`config.mk`:
```
export PLATFORM = sky130hd
export DESIGN_NAME = mem_access_unit
export DESIGN_NICKNAME = d
export VERILOG_FILES = /design/src/rtl/mem_access_unit.sv
export SDC_FILE = /design/constraint.sdc
export NUM_CORES = 1
export LEC_CHECK = 0
export BUFFER_PORTS_ARGS = -buffer_cell sky130_fd_sc_hd__buf_2
export CAP_MARGIN = 20
export CORE_AREA = 5 5 109 111
export DETAILED_ROUTE_END_ITERATION = 16
export DIE_AREA = 0 0 114 116
export PLACE_DENSITY = 0.84
export SYNTH_ARGS = -nofsm -noshare
export SYNTH_HDL_FRONTEND = slang
export SYNTH_SLANG_ARGS = --single-unit
export TNS_END_PERCENT = 5
```
`constraint.sdc`:
```
create_clock -name clk -period 7.75 [get_ports clk]
set_clock_uncertainty 0.05 [all_clocks]
set_input_delay 0.3875 -clock clk [delete_from_list [all_inputs] [get_ports clk]]
set_output_delay 0.3875 -clock clk [all_outputs]
set_load 0.01 [all_outputs]
```
`src/rtl/mem_access_unit.sv`:
```
`default_nettype none
// ============================================================================
// mem_access_unit : MEM-stage to req/ack data-bus bridge with pipeline stall
// Optional bus timeout: define MEM_BUS_TIMEOUT_EN.   Revision: 1.0
// ============================================================================
module mem_access_unit #(
   parameter int ADDR_WIDTH     = 32,
   parameter int DATA_WIDTH     = 32,
   parameter int TIMEOUT_CYCLES = 64
) (
   input  logic                  clk,
   input  logic                  rst,
   input  logic                  mem_ren,
   input  logic                  mem_wen,
   input  logic [ADDR_WIDTH-1:0] mem_addr,
   input  logic [DATA_WIDTH-1:0] mem_dout,
   input  logic                  mem_en,
   output logic [DATA_WIDTH-1:0] mem_din,
   output logic                  mem_stall,
   output logic                  mem_misalign,
   output logic                  mem_err,
   output logic                  bus_req,
   output logic                  bus_we,
   output logic [ADDR_WIDTH-1:0] bus_addr,
   output logic [DATA_WIDTH-1:0] bus_wdata,
   input  logic                  bus_ack,
   input  logic [DATA_WIDTH-1:0] bus_rdata,
   output logic [31:0]           stall_count
);

   localparam logic [1:0] ST_IDLE = 2'd0;
   localparam logic [1:0] ST_BUSY = 2'd1;
   localparam logic [1:0] ST_DONE = 2'd2;

   localparam logic [DATA_WIDTH-1:0] ERR_DATA = DATA_WIDTH'(32'hDEAD_BEEF);

   logic [1:0]            state;
   logic [1:0]            next_state;
   logic [DATA_WIDTH-1:0] rdata_q;
   logic                  access;
   logic                  aligned;
   logic                  issue;
   logic                  timeout;
   logic                  finish;

   assign access  = mem_ren | mem_wen;
   assign aligned = (mem_addr[1:0] == 2'b00);
   assign issue   = (state == ST_IDLE) && access && aligned;
   assign finish  = (state == ST_BUSY) && (bus_ack || timeout);

`ifdef MEM_BUS_TIMEOUT_EN
   localparam int WAIT_W = ($clog2(TIMEOUT_CYCLES + 1) > 8) ? $clog2(TIMEOUT_CYCLES + 1) : 8;

   logic [WAIT_W-1:0] wait_cnt;
   logic              err_q;

   always_ff @(posedge clk or posedge rst) begin
      if (rst) begin
         wait_cnt <= '0;
      end else if (issue) begin
         wait_cnt <= '0;
      end else if (state == ST_BUSY) begin
         wait_cnt <= wait_cnt + WAIT_W'(1);
      end
   end

   // An ack on the final allowed edge still wins over the timeout.
   assign timeout = (state == ST_BUSY) && !bus_ack &&
                    (wait_cnt == WAIT_W'(TIMEOUT_CYCLES - 1));

   always_ff @(posedge clk or posedge rst) begin
      if (rst) begin
         err_q <= 1'b0;
      end else if (timeout) begin
         err_q <= 1'b1;
      end else if ((state == ST_DONE) && mem_en) begin
         err_q <= 1'b0;
      end
   end

   assign mem_err = err_q;
`else
   assign timeout = 1'b0;
   assign mem_err = 1'b0;
`endif

   always_ff @(posedge clk or posedge rst) begin
      if (rst) begin
         state <= ST_IDLE;
      end else begin
         state <= next_state;
      end
   end

   always_comb begin
      next_state = state;
      case (state)
         ST_IDLE: if (issue)  next_state = ST_BUSY;
         ST_BUSY: if (finish) next_state = ST_DONE;
         ST_DONE: if (mem_en) next_state = ST_IDLE;
         default: next_state = ST_IDLE;
      endcase
   end

   always_comb begin
      mem_stall    = 1'b0;
      mem_misalign = 1'b0;
      mem_din      = rdata_q;
      case (state)
         ST_IDLE: begin
            if (access) begin
               if (aligned) begin
                  mem_stall = 1'b1;
               end else begin
                  mem_misalign = 1'b1;
                  mem_din      = '0;
               end
            end
         end
         ST_BUSY: mem_stall = 1'b1;
         default: ;
      endcase
   end

   // A store that is also flagged as a load never updates the read data.
   always_ff @(posedge clk or posedge rst) begin
      if (rst) begin
         bus_req   <= 1'b0;
         bus_we    <= 1'b0;
         bus_addr  <= '0;
         bus_wdata <= '0;
         rdata_q   <= '0;
      end else if (issue) begin
         bus_req   <= 1'b1;
         bus_we    <= mem_wen;
         bus_addr  <= {mem_addr[ADDR_WIDTH-1:2], 2'b00};
         bus_wdata <= mem_dout;
      end else if (finish) begin
         bus_req <= 1'b0;
         if (!bus_we) begin
            rdata_q <= bus_ack ? bus_rdata : ERR_DATA;
         end
      end
   end

   always_ff @(posedge clk or posedge rst) begin
      if (rst) begin
         stall_count <= '0;
      end else if (mem_stall && (stall_count != 32'hFFFF_FFFF)) begin
         stall_count <= stall_count + 32'd1;
      end
   end

endmodule
`default_nettype wire

```
==> impl_metrics.csv <==
group,metric,value,unit
run_status,status,"finished, final reports clean",
power_and_ir_drop,internal_power,0.00168,W
drt,drtIter0Drc,186,
cts,cts_tree,"done",
grt,grt_pass1_wl,21.1,mm
cts,cts_inserted_buffers,17,
sta,setup_violations,0,
critical_path,slowest_stage,"dfrtp_1",
cts,htreeDepth,4,
synthesis,postSynthCellCount,404,
placement,hpwl,10.1,mm
placement,globalplace.congestion,0.821,
synthesis,ys_ff_latch,130,
grt,antenna_found_initial,2,
synthesis,avgSynthCellArea,13.4,um2
synthesis,seq_area_frac_synth,0.601,
drt,wl_per_cell,16.7,um
placement,io_buffers,231,
grt,overflow,0,
grt,grt_pass1_vias,4268,
cts,root_buffer,"clkbuf_8",
grt,busiest_layer,"met2",
cts,cts_hold_buf,1,
cells_and_area,nets,747,
drt,postRouteAntennaNets,0,
cells_and_area,areaGrowthSynthToFinish,34.5,%
sta,fmax,420,MHz
power_and_ir_drop,power_leakage,3.72,nW
floorplanning,die_h,116,um
power_and_ir_drop,swShare,0.297,
critical_path,max_stage_delay,0.47,ns
cts,post_cts_buffers,0,
synthesis,yosysWarnings,0,
cells_and_area,drive_gt1_frac,0.566,
power_and_ir_drop,power,0.00239,W
grt,met2_usage,0.365,
floorplanning,io_pins,235,
worst_hold_path,min_path_type,"in -> reg",
power_and_ir_drop,seqPwrFrac,0.422,
critical_path,cp-end-kind,"register",
drt,vias,3995,
cts,clk_pin_slew,0.06,ns
power_and_ir_drop,power_frac_comb,0.281,
drt,vias_per_cell,5.01,
flow_run,drv_cap,0,
synthesis,async_flop_share,1.00,
sta,tightest_slew,0.822,ns
sta,layout_min_cycle_time,2.38,ns
critical_path,cp-start-kind,"register",
synthesis,ys.flop_type,"dfrtp_1",
power_and_ir_drop,switching_power,0.000710,W
floorplanning,core_area,0.0107,mm2
critical_path,crit_type,"reg -> reg",
floorplanning,fp.dieW,114,um
power_and_ir_drop,powerDensity,329,mW/mm2
cells_and_area,final_area,0.00728,mm2
floorplanning,start_util,0.506,
cts,cts_buffer_depth,2,
grt,gr-usage-met3,0.0653,
drt,dr.pass1.iters,4,
placement,dp_worst_setup_slack,5.15,ns
cts,clk_latency,0.50,ns
sta,rsz0062_at_grt,"false",
drt,wirelength,13.3,mm
grt,grt_max_degree,83,
sta,slew_headroom,0.450,
critical_path,critPathMaxFanout,13,
sta,drv_slew,0,
synthesis,synth.distinct_cells,36,
sta,period_share,0.307,
critical_path,crit_chain,"ha_1 -> nand3_1 -> or4_1 -> or3_4 -> nand3_2 -> nor4_1 -> xor2_1",
synthesis,synth_area,0.00541,mm2
floorplanning,die_area,0.0132,mm2
synthesis,synth-edff-count,0,
grt,grt_util_met1,0.238,
drt,drc,0,
critical_path,worstPathRequired,8.07,ns
power_and_ir_drop,p_clk_frac,0.297,
sta,worst_slack,5.37,ns
cts,cts_sinks,130,
power_and_ir_drop,max-vdd-ir-drop,0.000192,V
cts,cts_resized,0,
sta,setup_tns,0,ns
placement,placement.cell_area,0.00670,mm2
sta,hold_viol_final,0,
floorplanning,rows,38,
critical_path,worstPathArrival,2.70,ns
grt,grtUsageTotal,0.205,
==> Yosys cell counts (all sizes together) (3+ instances only) <==
library cell	count	area share
dfrtp	130	0.60
mux2	96	0.20
and2	33	0.039
nor2	21	0.015
nand2	18	0.012
nand3	18	0.018
xor2	18	0.029
xnor2	12	0.019
clkbuf	11	0.0076
buf	7	0.0090
inv	5	0.0035
nand4	5	0.0081
nor3	4	0.0037
nor4	4	0.0046
o21ai	3	0.0028
or3	3	0.0044
==> worst paths after layout <==
path / slack (ns) / depth (start not counted) / to / startpoint
worst max-delay path: 5.37 / 7 / stall_count[31] / stall_count[0]
worst min-delay path: 0.07 / 2 / bus_addr[20] / mem_addr[20]
worst max register to register: 5.37 / 7 / stall_count[31] / stall_count[0]
worst min register to register: 0.42 / 2 / bus_req / bus_req
max in group asynchronous: 6.09 / 5 / rdata_q[20] / rst
min in group asynchronous: 0.45 / 3 / bus_addr[7] / rst
==> flip-flops by register name (all words and copies together) (netlist names) <==
register and count:
bus_addr 30, bus_req 1, bus_wdata 32, bus_we 1, rdata_q 32, stall_count 32, state 2
==> critical path, delay by kind of cell, from the launching register on <==
family                   cells  cell delay (ns)
AND/OR/NAND/NOR              5             1.34
XOR/XNOR                     1             0.15
flip-flops                   1             0.47
adder cells (fa/ha/maj)      1             0.24
==> cells by family (layout without fill, tap and decap cells) <==
kind of cell,Yosys count,after routing,share of synthesized area
adders and majority gates,1,1,0.00231
xor gates and xnor gates,30,30,0.0486
muxes,97,97,0.202
AOI/OAI and AO/OA,6,6,0.00740
buffers and inverters,23,274,0.0201
and+or+nand+nor,116,116,0.117
DFF,130,130,0.601
other,1,4,0.000693
==> layer usage <==
layer | routed length (um) | part of all wire
met4 | 149 | 0.011
met1 | 5040 | 0.38
met3 | 1110 | 0.084
met5 | 7 | 0.00053
met2 | 6990 | 0.53
==> placed cells by master, fill, tap and decap left out, types with 2 or more instances in the layout <==
cell type and n:
and2_1 32, and3_1 2, and4_1 2, buf_2 231, buf_4 4, clkbuf_16 16
clkbuf_8 6, clkinv_2 5, clkinvlp_4 4, conb_1 3, dfrtp_1 130, inv_1 4
mux2_2 95, nand2_1 17, nand2b_1 2, nand3_1 17, nand4_1 3, nand4_2 2
nor2_1 20, nor3_1 4, nor4_1 4, o21ai_0 2, or3_1 2, xnor2_1 12
xor2_1 18
==> metrics by stage <==
stage / std cells / utilization / hold slack, ns
3_3_place_gp: 763 / 0.626 / 0.417
3_5_place_dp: 763 / 0.626 / 0.411
2_1_floorplan: 406 / - / 0.422
5_1_grt: 798 / 0.680 / 0.0400
4_1_cts: 796 / 0.678 / 0.0335
6_report: 798 / 0.680 / 0.0653
==> final cells by class <==
cell class	count	area (um2)
repair buffers	237	1220
clock buffers	23	487
multi-input cells	253	2060
diodes	1	2.50
well taps	140	175
clock inverters	9	55.1
flip-flops and latches	130	3250
inverters	5	21.3
fillers	801	3420
==> power by group through the flow <==
stage / clock [W] / combinational, W / sequential, W
global route: 0.000755 / 0.000733 / 0.00104
CTS: 0.000725 / 0.000686 / 0.00101
global placement: 0 / 0.000661 / 0.00100
detailed placement: 0 / 0.000683 / 0.00102
floorplan: 0 / 0.000332 / 0.00106
finish: 0.000709 / 0.000673 / 0.00101
(Power assumes the default switching activity.)
